`src/rtl/prediction_queue_pkg.sv`:
```
// Shared branch-prediction types: the RV32I machine word and the in-flight
// prediction entry recorded by fetch.
`timescale 1ns/1ps
package prediction_queue_pkg;

  typedef logic [31:0] rv32i_word;

  typedef struct packed {
    rv32i_word pc;
    rv32i_word pred_next_pc;
  } pred_entry_t;

endpackage

```
`src/rtl/prediction_queue.sv`:
```
// In-order queue of predicted control-flow instructions. It checks each
// execute resolution against the recorded prediction and drives the
// predictor update / fetch redirect port.
`timescale 1ns/1ps
module prediction_queue
  import prediction_queue_pkg::*;
#(
  parameter int unsigned DEPTH = 8
) (
  input  logic                     clk,
  input  logic                     rst,
  input  logic                     push_valid,
  input  rv32i_word                push_pc,
  input  rv32i_word                push_pred_next_pc,
  output logic                     push_ready,
  input  logic                     resolve_valid,
  input  rv32i_word                resolve_next_pc,
  input  logic                     flush,
  output logic                     predict_en,
  output logic                     predictionFailed,
  output rv32i_word                resolved_pc,
  output rv32i_word                expected_next_pc,
  output logic [$clog2(DEPTH):0]   count,
  output logic                     resolve_error
);

  localparam int unsigned PTR_W = $clog2(DEPTH);
  localparam int unsigned CNT_W = PTR_W + 1;
  localparam logic [CNT_W-1:0] DEPTH_C = CNT_W'(DEPTH);

  pred_entry_t      mem [DEPTH];
  logic [PTR_W-1:0] head;
  logic [PTR_W-1:0] tail;
  pred_entry_t      head_entry;
  logic             do_resolve;
  logic             mispredict;
  logic             clear_q;
  logic             push_accept;

  always_comb begin
    head_entry  = mem[head];
    push_ready  = (count < DEPTH_C) || resolve_valid;
    do_resolve  = resolve_valid && (count != '0);
    mispredict  = do_resolve && (resolve_next_pc != head_entry.pred_next_pc);
    // A mispredict or flush empties the queue, so a same-cycle push is lost.
    clear_q     = flush || mispredict;
    push_accept = push_valid && push_ready && !clear_q;
  end

  // Entry storage is never reset; validity is tracked by head/count alone.
  always_ff @(posedge clk) begin
    if (push_accept) begin
      mem[tail] <= '{pc: push_pc, pred_next_pc: push_pred_next_pc};
    end
  end

  always_ff @(posedge clk or negedge rst) begin
    if (!rst) begin
      head             <= '0;
      tail             <= '0;
      count            <= '0;
      predict_en       <= 1'b0;
      predictionFailed <= 1'b0;
      resolved_pc      <= '0;
      expected_next_pc <= '0;
      resolve_error    <= 1'b0;
    end else begin
      predict_en       <= do_resolve;
      predictionFailed <= mispredict;
      if (do_resolve) begin
        resolved_pc      <= head_entry.pc;
        expected_next_pc <= resolve_next_pc;
      end
      if (resolve_valid && (count == '0)) begin
        resolve_error <= 1'b1;
      end
      if (clear_q) begin
        head  <= tail;
        count <= '0;
      end else begin
        if (push_accept) tail <= tail + PTR_W'(1);
        if (do_resolve)  head <= head + PTR_W'(1);
        count <= count + CNT_W'(push_accept) - CNT_W'(do_resolve);
      end
    end
  end

endmodule
```
`config.mk`:
```
export PLATFORM = sky130hd
export DESIGN_NAME = prediction_queue
export DESIGN_NICKNAME = d
export VERILOG_FILES = /design/src/rtl/prediction_queue_pkg.sv /design/src/rtl/prediction_queue.sv
export SDC_FILE = /design/constraint.sdc
export NUM_CORES = 1
export LEC_CHECK = 0
export BUFFER_PORTS_ARGS = -buffer_cell sky130_fd_sc_hd__buf_2
export CORE_ASPECT_RATIO = 1.1
export CORE_UTILIZATION = 45
export DETAILED_ROUTE_END_ITERATION = 16
export PLACE_DENSITY = 0.7
export SYNTH_ARGS = -nofsm -noshare
export SYNTH_HDL_FRONTEND = slang
export SYNTH_SLANG_ARGS = --single-unit
```
`constraint.sdc`:
```
create_clock -name clk -period 10.4 [get_ports clk]
set_clock_uncertainty 0.05 [all_clocks]
set_input_delay 0 -clock clk [delete_from_list [all_inputs] [get_ports clk]]
set_output_delay 0 -clock clk [all_outputs]
set_load 0.05 [all_outputs]
```
# Word-level counts from Yosys, hierarchy flattened
# Memories as Yosys holds them, arrays and structs flattened.
# Index checks and enable logic that the tools add are counted.
# op_classes
n_bitwise	1
add_sub_neg	4
n_reduce_logical	12
mux	5
eq_ne	1
magnitude_cmp	1
# op_table
op	n
$ne 32x32->1	1
$add 3x1->3 const B	2
$mux 3	2
$logic_and 1x1->1	5
$add 4x1->4	1
$logic_not 4->1	1
$lt 4x4->1 const B	1
$mux 4	1
$reduce_bool 4->1	1
$sub 4x1->4	1
$logic_or 1x1->1	2
$mux 1	2
$reduce_and 2->1	1
$reduce_bool 2->1	1
$logic_not 1->1	1
$not 1->1	1
# totals
mem_count	1
register_bits	77
ram_bits	512
out_inout_bits	72
# memory_table
memory	depth	word_bits	read_ports	rd_clocked_by_memory_dff	wr	line_no	source
mem	8	64	1	0	1	prediction_queue.sv:31	pred_entry_t mem [DEPTH];

# Logic depth before layout (Yosys ltp)
# Gate-level depths: netlist (run 1).
# depth
depth_word	9
depth_mapped	20

# Worst setup path before layout (run 1)
# No wires, ideal clock.
# synth_timing
kind	reg2reg
start	register head[2]
end	memory mem[7][0] (netlist name) (enable)
period_less_slack_ns	7.793
arrival_time_ns	7.178
stages_incl_launch_ff	12
required_ns	9.785
setup_slack_ns	2.607
path_cell_list	dfrtp_1 buf_2 buf_2 buf_2 clkbuf_1 mux2i_1 xnor2_1 nor4_1 nand2_1 nor4_1 nor2_1 nor3_1
# synth_via
elab_chain_cells	8
# synth_rtl
element	line_no	source
from (decl)	prediction_queue.sv:32	logic [PTR_W-1:0] head;
from (signal assigned)	prediction_queue.sv:78	head <= tail;
from (signal assigned)	prediction_queue.sv:82	if (do_resolve) head <= head + PTR_W'(1);
$mem_v2 8x64	--	
$ne 32x32->1	prediction_queue.sv:44	mispredict = do_resolve && (resolve_next_pc != head_entry.pred_next_pc);
$logic_and 1x1->1	prediction_queue.sv:44	
via mispredict	prediction_queue.sv:36	logic mispredict;
$logic_or 1x1->1	prediction_queue.sv:46	clear_q = flush || mispredict;
$logic_not 1->1	prediction_queue.sv:47	push_accept = push_valid && push_ready && !clear_q;
$logic_and 1x1->1	prediction_queue.sv:47	
$mux 1	prediction_queue.sv:52	if (push_accept) begin
$mux 1 (not written as such)	prediction_queue.sv:53	mem[tail] <= '{pc: push_pc, pred_next_pc: push_pred_next_pc};
to (decl)	prediction_queue.sv:31	
# The timed path passes the listed nets, and every way through them passes these cells.

# Worst setup path in the final report (run 1)
# layout_timing
start	register head[1]
end	memory mem[5][26] (netlist name) (enable)
# layout_via
elab_chain_cells	8
# layout_rtl
element	line_no
$mem_v2 8x64	--
$ne 32x32->1	prediction_queue.sv:44
$logic_and 1x1->1	prediction_queue.sv:44
$logic_or 1x1->1	prediction_queue.sv:46
$logic_not 1->1	prediction_queue.sv:47
$logic_and 1x1->1	prediction_queue.sv:47
$mux 1	prediction_queue.sv:52
$mux 1 (not written as such)	prediction_queue.sv:53
# Every way passes these cells.

==> results of run 1 <==
==> metal layers <==
| layer | share of wire (%) | global-route usage, % | vias up |
|---|---|---|---|
| met5 | 0 | 0 | - |
| met4 | 2.0 | 5.23 | 0 |
| met3 | 4.8 | 3.06 | 64 |
| met2 | 51 | 32.1 | 314 |
| met1 | 42 | 24.4 | 5908 |
| li1 | - | - | 5205 |
==> critical path, stage by stage, from the launching register on <==
cell and delay, ps:
dfrtp_4 790, buf_4 900, mux4_2 420, mux2i_1 200, xnor2_1 110, nor4_1 390, nand2_1 200, or4_4 630
a2111oi_4 480, and3_4 400, buf_4 730
==> layout by cell type (no fill, tap or decap), drive strengths merged, types with 2 or more instances in the layout <==
cell type	netlist	final
mux2i	55	55
nand3	7	7
clkbuf	24	67
nor2	5	5
mux4	106	106
xor2	5	5
inv	10	11
or2	2	2
ha	7	7
nand2b	6	6
dlygate4sd3	0	104
or3	11	11
edfxtp	512	512
bufinv	0	9
dfrtp	77	77
a21oi	4	4
nand4	4	4
mux2	43	43
xnor2	20	20
clkinvlp	0	7
nand2	136	136
o21ai	45	45
and4	4	4
buf	33	186
a21o	2	2
clkinv	0	20
o22ai	21	21
or4	3	3
and2	6	6
nor3	3	3
nor4	5	5
==> worst paths after layout <==
check                           depth (start not counted)          start              end  slack, ps
worst max-delay path                                   10        head[1]       mem[5][26]       4580
worst min-delay path                                    3  resolve_valid    resolve_error        140
worst max register to register                         10        head[1]       mem[5][26]       4580
worst min register to register                          1  resolve_error    resolve_error        400
max in group asynchronous                               4            rst          head[0]       9090
min in group asynchronous                               4            rst  resolved_pc[16]        460
==> stage by stage <==
stage	instances	worst slack [ps]	area, um^2
after floorplan	1169	2610	22800
after global placement	1957	4570	24300
after detailed placement	1957	4530	24300
after CTS	2166	4520	27300
after global routing	2167	4340	27300
final	2167	4580	27300
==> state kept, by name, summed over array words and instances (netlist names) <==
| name | count |
|---|---|
| mem | 512 |
| expected_next_pc | 32 |
| resolved_pc | 32 |
| count | 4 |
| head | 3 |
| tail | 3 |
| predict_en | 1 |
| predictionFailed | 1 |
| resolve_error | 1 |
==> power by group <==
group          total, uW  internal, uW  switching (uW)
clock               2110          1250             863
sequential          3030          2850             177
combinational       2210           866            1350
total               7350          4970            2390
==> kinds of logic after synthesis <==
kind of cell | Yosys count
xor+xnor | 25
buf+inv | 67
fa+ha+maj | 8
simple gates | 195
flops | 589
compound gates | 81
mux | 204
==> repair_timing <==
action	4_1_cts	5_1_grt
endpoints found under the setup margin	0	0
hold buffers	105	0
hold endpoints to repair	605	0
==> layout make-up <==
class,instances,share of cell area (%)
Antenna cell,1,0.00917
Clock inverter,37,1.61
Clock buffer,67,5.47
Sequential cell,589,63.4
Tap cell,660,3.03
Multi-Input combinational cell,513,18.9
Inverter,10,0.138
Timing Repair Buffer,290,7.41
==> out/results.ini, run 1 <==
[outcome]
outcome = complete, no violations

[clocking]
clk_pin_slew_ps = 70
clk_latency_ps = 600
cts_tree = built
cts_htree_levels = 2
cts_post_setup_buffers_inserted = 0
cts-resized-gates = 0
cts_buffers = 56
cts.path.max_buffers = 3
cts_num_sinks = 589
root_buffer = clkbuf_16

[synth]
synth_edf_count = 512
synth_top_area_share_pct = 67.5
ys_seq_area_share_pct = 76.0
synth-compound-area-share_pct = 2.20
synth_top_family_by_area = multiplexers
yosys_warnings = 0
ys_ff_latch = 589
syn_area_um2 = 22800
yosysMostFrequentCell = edfxtp_1
synth-xor-area-share_pct = 0.961
synthArstFlopShare_pct = 13.1
ys.flop_type = edfxtp_1
netlist_top_cells_count = edfxtp_1, nand2_1, mux4_2
synthDistinctLibCells = 49
syn_inst = 1169
synth_nets = 1278
synth_area_leaders = edfxtp_1, mux4_2, dfrtp_1
synth_top_cell_by_area = edfxtp_1
yosys.area_share.simple_pct = 3.85
synth_area_per_cell_um2 = 19.5
synthAdderAreaFrac_pct = 0.472
muxShareOfSynthArea_pct = 15.1

[sta]
hold_ws_ps = 141
post-route-period-util_pct = 56.0
rsz0062_at_grt = false
hold_viol = 0
fin_crit_ps = 5820
finalSetupViolCount = 0
finalMaxSlewViolations = 0
max_clock_freq_ghz = 0.172
setup_tns_ps = 0
slew_headroom_pct = 24.8
worstMarginPinSlew_ps = 1130

[worst_setup_path]
path_max_fanout = 70
cp.required_ps = 10560
worstSetupEndpointType = register
crit_arrival_ps = 5980
crit_type = reg -> reg
cp-start-kind = register

[grt]
grt_max_degree = 71
grt_pass1_vias = 12100
grt_pass1_wl_mm = 71.9
antenna_found_initial = 1
grt_usage_pct = 18.6
overflow = 0

[power]
max-vdd-ir-drop_v = 0.000191
power_uw = 7350
p_leak_uw = 0.00964
p_per_area_nw_per_um2 = 269

[detailed_routing]
vias = 11500
via_per_inst = 5.30
drt-initial-drc-count = 767
drt_drc_violations_left = 0
routed_wl_mm = 47.0
ant_nets = 0
first_pass_iters = 5
post_drt_wl_per_cell_um = 21.7

[place]
dp_hpwl_mm = 26.9
port_buffers = 172
routabilityCongestion = 0.780

[cells_and_area]
fillers = 3881
postLayoutCoreUtil_pct = 54.6
seq_area_um2 = 17300
drive_above_1_share_pct = 29.5
nets = 1569
area_growth_pct = 19.9
multi_input_area_um2 = 5170

[die]
rows = 86
core_um2 = 50000
die_w_um = 217
dieArea_um2 = 51500
chipHeight_um = 238
initial_core_util_pct = 45.5
ios = 173

[run]
maxCapViolCount = 0

[hold_path]
worstHoldPathType = in -> reg

Power figures use the tool's default switching activity.
==> inputs of run 2 (changes only) <==
==> constraint.sdc (replaced) <==
create_clock -name clk -period 5.9 [get_ports clk]
set_clock_uncertainty 0.05 [all_clocks]
set_input_delay 0 -clock clk [delete_from_list [all_inputs] [get_ports clk]]
set_output_delay 0 -clock clk [all_outputs]
set_load 0.05 [all_outputs]
==> out/results.ini, run 2 (synthesis results as in run 1) <==
[outcome]
outcome = complete, no violations  ; unchanged

[cells_and_area]
largest_register_ffs = 512  ; unchanged
area_growth_pct = 20.4  ; was 19.9%
fillers = 3779  ; was 3881
reg.largest.list = mem (512), expected_next_pc (32), resolved_pc (32)  ; unchanged
multi_input_area_um2 = 5170  ; about the same
top_register = mem  ; unchanged
fin_area_um2 = 27400  ; was 27300 um^2
mostFrequentLayoutCells = edfxtp_1, buf_2, nand2_1  ; unchanged
seq_area_um2 = 17300  ; unchanged
drive_above_1_share_pct = 29.7  ; was 29.5%
final_common_cell = edfxtp_1  ; unchanged
nets = 1582  ; was 1569

[grt]
overflow = 0  ; unchanged
grt_pass1_vias = 12500  ; was 12100
grt_usage_pct = 19.1  ; was 18.6%
grt_pass1_wl_mm = 74.1  ; was 71.9 mm
antenna_found_initial = 2  ; was 1
grt_max_degree = 100  ; was 71

[die]
chipHeight_um = 238  ; unchanged
die_w_um = 217  ; unchanged
core_um2 = 50000  ; unchanged
initial_core_util_pct = 45.5  ; unchanged
ios = 173  ; unchanged
rows = 86  ; unchanged
dieArea_um2 = 51500  ; unchanged

[detailed_routing]
first_pass_iters = 5  ; unchanged
post_drt_wl_per_cell_um = 22.2  ; was 21.7 um
routed_wl_mm = 48.4  ; was 47.0 mm
ant_nets = 0  ; unchanged
vias = 11800  ; was 11500
drt_drc_violations_left = 0  ; unchanged
via_per_inst = 5.43  ; was 5.30
drt-initial-drc-count = 784  ; was 767

[place]
dp_hpwl_mm = 28.0  ; was 26.9 mm
port_buffers = 172  ; unchanged
routabilityCongestion = 0.761  ; was 0.780
placed_area_um2 = 24500  ; was 24300 um^2

[clocking]
cts_buffers = 56  ; unchanged
cts_post_setup_buffers_inserted = 0  ; unchanged
cts_htree_levels = 2  ; unchanged
cts_num_sinks = 589  ; unchanged
clk_pin_slew_ps = 60  ; was 70 ps
clk_latency_ps = 620  ; was 600 ps
root_buffer = clkbuf_16  ; unchanged
cts.path.max_buffers = 3  ; unchanged
cts_tree = built  ; unchanged

[sta]
finalSetupViolCount = 0  ; unchanged
max_clock_freq_ghz = 0.203  ; was 0.172 GHz
worstMarginPinSlew_ps = 1100  ; was 1130 ps
setup_tns_ps = 0  ; unchanged
hold_viol = 0  ; unchanged
finalMaxSlewViolations = 0  ; unchanged
post-route-period-util_pct = 83.6  ; was 56.0%
fin_crit_ps = 4940  ; was 5820 ps
slew_headroom_pct = 26.5  ; was 24.8%
rsz0062_at_grt = false  ; unchanged

[power]
p_per_area_nw_per_um2 = 471  ; was 269 nW/um^2
p_seq_share_pct = 41.7  ; was 41.2%
switchingPower_uw = 4220  ; was 2390 uW
pwr-share-comb_pct = 30.2  ; was 30.1%
max-vdd-ir-drop_v = 0.000453  ; was 0.000191 V
p_int_uw = 8690  ; was 4970 uW
p_clk_share_pct = 28.1  ; was 28.7%
switching_share_pct = 32.7  ; was 32.4%
p_leak_uw = 0.00971  ; was 0.00964 uW

[worst_setup_path]
cp.required_ps = 6150  ; was 10560 ps
path_cells = mux4_2 -> mux2i_1 -> xnor2_1 -> nor4_1 -> nand2_1 -> or4_4 -> a2111oi_4 -> and2_4 -> buf_4  ; was buf_4 -> mux4_2 -> mux2i_1 -> xnor2_1 -> nor4_1 -> nand2_1 -> or4_4 -> a2111oi_4 -> and3_4 -> buf_4
crit_arrival_ps = 5180  ; was 5980 ps
worstSetupEndpointType = register  ; unchanged
crit_type = reg -> reg  ; unchanged
path_max_fanout = 43  ; was 70
cp_slowest_stage_delay_ps = 890  ; was 900 ps
cp-start-kind = register  ; unchanged
crit_path_top_delay_cell = dfrtp_4  ; was buf_4

[run]
maxCapViolCount = 0  ; unchanged

[hold_path]
worstHoldPathType = in -> async  ; was in -> reg

## run 2: cell types whose count changed in the layout (fill, tap and decap cells not counted), moves of 3 or more
cell / before / now
clkinv_2: 12 / 9
clkinvlp_4: 7 / 2
bufinv_16: 9 / 6
dlygate4sd3_1: 104 / 101
buf_12: 1 / 8
buf_4: 14 / 23
clkbuf_1: 6 / 17
## run 2: timing repair
action                                 CTS  global route
resized for setup                        0             0
endpoints found under the hold margin  633             0
hold buffers                           101             0
## run 2: path summary, 6_finish.rpt
kind / slack, ps / startpoint / cells past startpoint / to
max: 960 / head[0] / 9 / mem[0][9]
min in group clk: 100 / resolve_next_pc[18] / 4 / expected_next_pc[18]
min: 100 / rst / 3 / resolved_pc[17]
max reg2reg: 960 / head[0] / 9 / mem[0][9]
max in group asynchronous: 4490 / rst / 3 / expected_next_pc[17]
min reg2reg: 410 / resolve_error / 1 / resolve_error
## run 2: layout make-up
type	count	area share [%]
flip-flops and latches	589	63.1
multi-input cells	513	18.9
repair buffers	303	8.02
clock buffers	79	5.68
well taps	660	3.01
clock inverters	27	1.15
inverters	10	0.137
diodes	1	0.00912
## run 2: worst max-delay path, delay by kind of cell (launching register included)
family	cells	cell delay (ps)
mux	2	800
simple gates	4	1920
compound gates	1	460
flops	1	890
xor+xnor	1	90
buf+inv	1	340
## run 2: per-stage QoR
step	utilization [%]	cells	total power (uW)	hold slack, ps	worst slack [ps]
2_1_floorplan	-	1169	8370	-346	101
3_3_place_gp	49.0	1974	9280	-127	913
3_5_place_dp	49.0	1974	9360	-122	832
4_1_cts	54.8	2181	13100	75.1	806
5_1_grt	54.8	2182	13500	111	630
6_report	54.8	2182	12900	98.8	965
## run 2: per-layer routing
| layer | wire length [um] | track usage, % |
|---|---|---|
| met4 | 1070 | 5.25 |
| met1 | 20300 | 25.6 |
| met3 | 2640 | 3.37 |
| met5 | 13 | 0 |
| met2 | 24400 | 32.3 |
## run 2: power groups by stage
| stage | Clock [uW] | Sequential [uW] | Combinational, uW |
|---|---|---|---|
| floorplan | 0 | 6060 | 2310 |
| global placement | 0 | 5450 | 3830 |
| detailed placement | 0 | 5480 | 3880 |
| CTS | 3720 | 5400 | 3950 |
| global route | 3860 | 5450 | 4190 |
| finish | 3630 | 5380 | 3900 |
